[src/rtl/branch_pkg.sv]
// Shared definitions for the ID-stage branch controller: branch opcodes,
// controller states, the zero compare operand and an operand-usage helper.
package branch_pkg;

  typedef enum logic [2:0] {
    BR_BEQ  = 3'd0,
    BR_BNE  = 3'd1,
    BR_BGEZ = 3'd2,
    BR_BLTZ = 3'd3,
    BR_BGTZ = 3'd4,
    BR_BLEZ = 3'd5,
    BR_RSV6 = 3'd6,
    BR_RSV7 = 3'd7
  } br_op_t;

  typedef enum logic [1:0] {
    ST_IDLE = 2'd0,
    ST_WAIT = 2'd1,
    ST_EVAL = 2'd2,
    ST_DONE = 2'd3
  } state_t;

  // Second comparator operand for the zero-compare branches.
  localparam logic [63:0] ZERO_OPND = 64'd0;

  // Only the two-register compares read rt; all others compare rs to zero.
  function automatic logic uses_rt(input br_op_t op);
    return (op == BR_BEQ) || (op == BR_BNE);
  endfunction

endpackage

[src/rtl/branch_ctrl_if.sv]
// Decoded-branch handshake from the decoder into the branch controller.
// valid/ready: a branch transfers on a clock edge where br_valid and
// br_ready are both high; br_op/br_target must be stable while br_valid is
// high and are not looked at again once the transfer has happened.
interface branch_ctrl_if #(
  parameter int WIDTH = 32
);
  logic             br_valid;
  logic             br_ready;
  logic [2:0]       br_op;
  logic [WIDTH-1:0] br_target;

  modport master (output br_valid, output br_op, output br_target, input br_ready);
  modport slave  (input br_valid, input br_op, input br_target, output br_ready);
endinterface

[src/rtl/branch_cond.sv]
// Branch condition decode: turns the comparator flags into taken/illegal.
module branch_cond
  import branch_pkg::*;
(
  input  br_op_t op,
  input  logic   eq,
  input  logic   gtz,
  output logic   taken,
  output logic   illegal
);

  // Condition table; reserved encodings never branch and flag illegal.
  always_comb begin
    taken   = 1'b0;
    illegal = 1'b0;
    case (op)
      BR_BEQ:  taken = eq;
      BR_BNE:  taken = !eq;
      BR_BGEZ: taken = gtz;
      BR_BLTZ: taken = !gtz;
      BR_BGTZ: taken = gtz & !eq;
      BR_BLEZ: taken = !gtz | eq;
      default: illegal = 1'b1;
    endcase
  end

endmodule

[src/rtl/branch_ctrl.sv]
// ID-stage branch controller: waits for hazard-free operands, drives the
// shared comparator, resolves the branch, pulses a redirect and keeps
// saturating branch statistics.
module branch_ctrl
  import branch_pkg::*;
#(
  parameter int WIDTH      = 32,
  parameter int DELAY_SLOT = 1,
  parameter int CNT_W      = 16
) (
  input  logic             clk,
  input  logic             rst_n,
  branch_ctrl_if.slave     br,
  input  logic [WIDTH-1:0] rs_data,
  input  logic [WIDTH-1:0] rt_data,
  input  logic             rs_busy,
  input  logic             rt_busy,
  output logic [WIDTH-1:0] cmp_d1,
  output logic [WIDTH-1:0] cmp_d2,
  input  logic             cmp_equal,
  input  logic             cmp_gtzero,
  output logic             stall_o,
  output logic             done_o,
  output logic             redirect_valid,
  output logic [WIDTH-1:0] redirect_pc,
  output logic             flush_o,
  output logic             illegal_o,
  input  logic             stat_clr,
  output logic [CNT_W-1:0] stat_branches,
  output logic [CNT_W-1:0] stat_taken,
  output state_t           state_dbg
);

  state_t           state;
  br_op_t           op_q;
  logic [WIDTH-1:0] target_q;
  logic             taken_q;
  logic             illegal_q;

  br_op_t           op_sel;
  logic             need_rt;
  logic             opnd_busy;
  logic [WIDTH-1:0] d2_next;
  logic             cond_taken;
  logic             cond_illegal;

  // In IDLE the op comes straight from the decoder; afterwards from the latch.
  assign op_sel    = (state == ST_IDLE) ? br_op_t'(br.br_op) : op_q;
  assign need_rt   = uses_rt(op_sel);
  assign opnd_busy = rs_busy | (need_rt & rt_busy);
  assign d2_next   = need_rt ? rt_data : ZERO_OPND[WIDTH-1:0];

  branch_cond u_cond (
    .op      (op_q),
    .eq      (cmp_equal),
    .gtz     (cmp_gtzero),
    .taken   (cond_taken),
    .illegal (cond_illegal)
  );

  assign br.br_ready     = (state == ST_IDLE);
  assign stall_o         = ((state == ST_IDLE) & br.br_valid) | (state == ST_WAIT) | (state == ST_EVAL);
  assign done_o          = (state == ST_DONE);
  assign redirect_valid  = (state == ST_DONE) & taken_q;
  assign illegal_o       = (state == ST_DONE) & illegal_q;
  assign flush_o         = redirect_valid & (DELAY_SLOT == 0);
  assign state_dbg       = state;

  // Branch sequencing: accept, wait for operands, capture, evaluate, report.
  always_ff @(posedge clk or negedge rst_n) begin
    if (!rst_n) begin
      state       <= ST_IDLE;
      op_q        <= BR_BEQ;
      target_q    <= '0;
      cmp_d1      <= '0;
      cmp_d2      <= '0;
      taken_q     <= 1'b0;
      illegal_q   <= 1'b0;
      redirect_pc <= '0;
    end else begin
      case (state)
        ST_IDLE: begin
          if (br.br_valid) begin
            op_q     <= br_op_t'(br.br_op);
            target_q <= br.br_target;
            if (opnd_busy) begin
              state <= ST_WAIT;
            end else begin
              cmp_d1 <= rs_data;
              cmp_d2 <= d2_next;
              state  <= ST_EVAL;
            end
          end
        end
        ST_WAIT: begin
          if (!opnd_busy) begin
            cmp_d1 <= rs_data;
            cmp_d2 <= d2_next;
            state  <= ST_EVAL;
          end
        end
        ST_EVAL: begin
          taken_q     <= cond_taken;
          illegal_q   <= cond_illegal;
          redirect_pc <= target_q;
          state       <= ST_DONE;
        end
        ST_DONE: begin
          state <= ST_IDLE;
        end
        default: state <= ST_IDLE;
      endcase
    end
  end

  // Saturating statistics; a clear wins over a same-cycle increment.
  always_ff @(posedge clk or negedge rst_n) begin
    if (!rst_n) begin
      stat_branches <= '0;
      stat_taken    <= '0;
    end else if (stat_clr) begin
      stat_branches <= '0;
      stat_taken    <= '0;
    end else if (state == ST_DONE) begin
      if (stat_branches != {CNT_W{1'b1}}) stat_branches <= stat_branches + CNT_W'(1);
      if (taken_q && (stat_taken != {CNT_W{1'b1}})) stat_taken <= stat_taken + CNT_W'(1);
    end
  end

endmodule
[src/flat_wrapper.sv]
// flat-port wrapper written by rule: the top's interface ports become plain ports
module branch_ctrl_flat import branch_pkg::*;
#(
  parameter int WIDTH      = 32,
  parameter int DELAY_SLOT = 1,
  parameter int CNT_W      = 16
)
  (clk, rst_n, rs_data, rt_data, rs_busy, rt_busy, cmp_d1, cmp_d2, cmp_equal, cmp_gtzero, stall_o, done_o, redirect_valid, redirect_pc, flush_o, illegal_o, stat_clr, stat_branches, stat_taken, state_dbg, br_br_valid, br_br_op, br_br_target, br_br_ready);
  branch_ctrl_if #(.WIDTH(WIDTH)) br_i ();
  input  logic clk;
  input  logic rst_n;
  input  logic [WIDTH-1:0] rs_data;
  input  logic [WIDTH-1:0] rt_data;
  input  logic rs_busy;
  input  logic rt_busy;
  output logic [WIDTH-1:0] cmp_d1;
  output logic [WIDTH-1:0] cmp_d2;
  input  logic cmp_equal;
  input  logic cmp_gtzero;
  output logic stall_o;
  output logic done_o;
  output logic redirect_valid;
  output logic [WIDTH-1:0] redirect_pc;
  output logic flush_o;
  output logic illegal_o;
  input  logic stat_clr;
  output logic [CNT_W-1:0] stat_branches;
  output logic [CNT_W-1:0] stat_taken;
  output state_t state_dbg;
  input wire logic [$bits(br_i.br_valid)-1:0] br_br_valid;
  input wire logic [$bits(br_i.br_op)-1:0] br_br_op;
  input wire logic [$bits(br_i.br_target)-1:0] br_br_target;
  output wire logic [$bits(br_i.br_ready)-1:0] br_br_ready;
  assign br_i.br_valid = br_br_valid;
  assign br_i.br_op = br_br_op;
  assign br_i.br_target = br_br_target;
  assign br_br_ready = br_i.br_ready;
  branch_ctrl #(.WIDTH(WIDTH), .DELAY_SLOT(DELAY_SLOT), .CNT_W(CNT_W)) u_core (.clk(clk), .rst_n(rst_n), .br(br_i), .rs_data(rs_data), .rt_data(rt_data), .rs_busy(rs_busy), .rt_busy(rt_busy), .cmp_d1(cmp_d1), .cmp_d2(cmp_d2), .cmp_equal(cmp_equal), .cmp_gtzero(cmp_gtzero), .stall_o(stall_o), .done_o(done_o), .redirect_valid(redirect_valid), .redirect_pc(redirect_pc), .flush_o(flush_o), .illegal_o(illegal_o), .stat_clr(stat_clr), .stat_branches(stat_branches), .stat_taken(stat_taken), .state_dbg(state_dbg));
endmodule
[config.mk]
export PLATFORM = sky130hd
export DESIGN_NAME = branch_ctrl_flat
export DESIGN_NICKNAME = d
export VERILOG_FILES = /design/src/rtl/branch_pkg.sv /design/src/rtl/branch_ctrl_if.sv /design/src/rtl/branch_cond.sv /design/src/rtl/branch_ctrl.sv /design/src/flat_wrapper.sv
export SDC_FILE = /design/constraint.sdc
export NUM_CORES = 1
export LEC_CHECK = 0
export ABC_AREA = 1
export BUFFER_PORTS_ARGS = -buffer_cell sky130_fd_sc_hd__buf_2
export CORE_ASPECT_RATIO = 2
export CORE_MARGIN = 4
export CORE_UTILIZATION = 55
export DETAILED_ROUTE_END_ITERATION = 10
export PLACE_DENSITY = 0.87
export SLEW_MARGIN = 20
export SYNTH_ARGS = -nofsm -noshare
export SYNTH_HDL_FRONTEND = slang
export SYNTH_HIERARCHICAL = 1
export SYNTH_SLANG_ARGS = --single-unit
[constraint.sdc]
create_clock -name clk -period 2.75 [get_ports clk]
set_input_delay 0.55 -clock clk [delete_from_list [all_inputs] [get_ports clk]]
set_output_delay 0.55 -clock clk [all_outputs]
set_load 0.03 [all_outputs]
==> results.tsv <==
stage	metric	value	unit
status	status	completed	
synthesis	synth_edf_count	0	
clock_network	cts_post_setup_buffers_inserted	0	
routing	avgViaCountPerCell	5.24	
setup_path	worst_setup_path_end_kind	output pin	
routing	routed_wire_length_per_instance	15.4	um
routing	drtAntennaViolNets	0	
setup_path	worstPathRequired	2.20	ns
grt	grt_pass1_vias	6722	
placed_design	dpl_cell_area	8820	sq um
floorplanning	core-area	13400	sq um
placed_design	place_congestion	0.901	
routing	drtIter0Drc	406	
clock_network	htree_levels	4	
layout	syn_to_final_growth	25.9	%
floorplanning	die_area	15700	sq um
routing	wl	19600	um
clock_network	clkTransAtPathRegs	0.06	ns
synthesis	ys_ff_latch	167	
grt	grt_usage	0.254	
layout	nets	1214	
placed_design	placed_cells	1237	
placed_design	io_buffers	241	
synthesis	ys_types	30	
synthesis	synth_top_area_cell	dfrtp_1	
sta	rsz0062_at_grt	no	
sta	finalSetupViolCount	0	
power	power_density	1150	nW/um^2
clock_network	clockBufferDepth	2	
grt	overflow	0	
routing	vias	6645	
synthesis	netlist_area	7490	sq um
synthesis	synthTopCellsByArea	dfrtp_1 (56%), nand2_1 (20%), mux2_2 (5.0%)	
sta	fmax	0.453	GHz
setup_path	arrival	1.66	ns
sta	slew_violations	0	
run	max_cap_viol_count	0	
setup_path	worstSetupPathType	reg2out	
grt	grt_pass1_wl	32000	um
sta	period_share	0.804	
floorplanning	initial_core_util	0.557	
power	peakVddDrop	731	uV
clock_network	cts_buffers	17	
clock_network	clock-root-buffer	clkbuf_16	
clock_network	cts-resized-gates	0	
synthesis	syn-num-nets	977	
layout	fin_area	9430	sq um
synthesis	async_flop_share	1.00	
synthesis	netlist_top_cells_count	nand2_1 (390), dfrtp_1 (167), nor2_1 (43), inv_1 (41), o21ai_0 (41)	
clock_network	clk_latency	0.42	ns
layout	final_cells	1269	
synthesis	avgSynthCellArea	8.66	sq um
floorplanning	die_w	90.5	um
grt	grt_max_degree	98	
routing	drc	0	
sta	fin_crit	2.21	ns
routing	dr.pass1.iters	4	
sta	worst_slew_pin_slew	0.607	ns
setup_path	startpoint_type	flip-flop	
floorplanning	placement_rows	60	
setup_path	critPathMaxFanout	6	
synthesis	ys.flop_type	dfrtp_1	
clock_network	cts_tree	yes	
synthesis	synth_top_area_share	0.558	
sta	hold_viol_final	0	
synthesis	synth_warnings	6	
grt	grt_antenna_before_repair	1	
placed_design	dp_hpwl	14300	um
min_path	hold_path.class	in2async	
synthesis	syn_inst	864	
floorplanning	die_h	173	um
sta	finalSetupTns	0	ns
power	p_leak	5.13	nW
sta	slew_headroom	0.596	
clock_network	numClockSinks	167	
layout	drive_gt1_frac	0.310	
clock_network	cts_hold_buf	0	
synthesis	synth_most_common_cell	nand2_1	
sta	whs	0.120	ns
floorplanning	num_io_pins	243	
synthesis	ys_seq_area_frac	0.558	
sta	finalClockSkew	0.00828	ns
## critical path: stages, from the launching register on
cell     delay, ns
dfrtp_1       0.43
inv_1         0.10
ha_1          0.29
nand2_1       0.13
nand3_1       0.09
buf_2         0.21
## stage by stage
stage,worst slack (ns),utilization,power [mW]
2_1_floorplan,0.381,-,7.04
3_3_place_gp,0.787,0.657,8.30
3_5_place_dp,0.649,0.657,8.46
4_1_cts,0.515,0.701,10.9
5_1_grt,0.420,0.701,11.5
6_report,0.540,0.701,10.9
## power by group
part | total (mW) | internal (mW) | switching (mW) | leakage [nW]
clock network | 2.44 | 1.44 | 1.00 | 0.293
logic | 4.46 | 1.35 | 3.10 | 2.70
registers | 3.95 | 3.40 | 0.551 | 2.13
## path summary, 6_finish.rpt
check / from / end / slack [ns] / cells after the start
min reg2reg: u_core/redirect_pc[0]$_DFFE_PN0P_ / u_core/redirect_pc[0]$_DFFE_PN0P_ / 0.47 / 2
min in group clk: rs_data[27] / u_core/cmp_d1[27]$_DFFE_PN0P_ / 0.32 / 3
max in group asynchronous: rst_n / u_core/stat_branches[3]$_DFFE_PN0P_ / 1.91 / 2
max: u_core/state_dbg[0]$_DFFE_PN0P_ / stall_o / 0.54 / 5
min: rst_n / u_core/target_q[3]$_DFFE_PN0P_ / 0.12 / 1
max reg2reg: u_core/state_dbg[0]$_DFFE_PN0P_ / u_core/cmp_d1[19]$_DFFE_PN0P_ / 0.61 / 11
## area by class of cell
| type | instances | area (sq um) |
|---|---|---|
| clock buffers | 18 | 429 |
| well taps | 155 | 194 |
| flip-flops and latches | 167 | 4180 |
| clock inverters | 13 | 171 |
| inverters | 43 | 161 |
| fillers | 1030 | 4010 |
| diodes | 1 | 2.50 |
| repair buffers | 253 | 1340 |
| multi-input cells | 619 | 2950 |
## logic make-up (layout without fill, tap and decap cells)
logic type	Yosys count	after routing	synth area share
xor gates and xnor gates	7	7	0.00819
adders and majority gates	6	6	0.0100
AOI/OAI and AO/OA	67	67	0.0495
other	1	2	0.000501
buffers and inverters	78	327	0.0478
DFF	167	167	0.558
and+or+nand+nor	505	505	0.276
muxes	33	33	0.0496
## metal layers
metal | wire (um) | global-route usage | up-vias
met5 | 0 | 0 | -
met4 | 827 | 0.140 | 0
met3 | 1090 | 0.0535 | 56
met2 | 10500 | 0.456 | 263
met1 | 7160 | 0.274 | 3138
li1 | - | - | 3188
## registers in the layout, indices dropped and copies added, names as in the netlist
name                  flops
u_core/cmp_d2            32
u_core/illegal_q          1
u_core/target_q          32
u_core/taken_q            1
u_core/stat_branches     16
u_core/op_q               3
u_core/redirect_pc       32
u_core/state_dbg          2
u_core/stat_taken        16
u_core/cmp_d1            32
## cell usage in the layout (no fill, tap or decap), types with 7 or more instances in the layout
cell / netlist / routed
nand2_1: 390 / 390
buf_2: 10 / 240
dfrtp_1: 167 / 167
nor2_1: 43 / 43
inv_1: 41 / 41
o21ai_0: 41 / 41
nand3_1: 35 / 35
mux2_2: 33 / 33
clkbuf_16: 0 / 17
o21ai_1: 11 / 11
nand4_1: 10 / 10
buf_4: 4 / 9
xor2_1: 7 / 7
No activity file was read; power rests on OpenSTA's default activity.
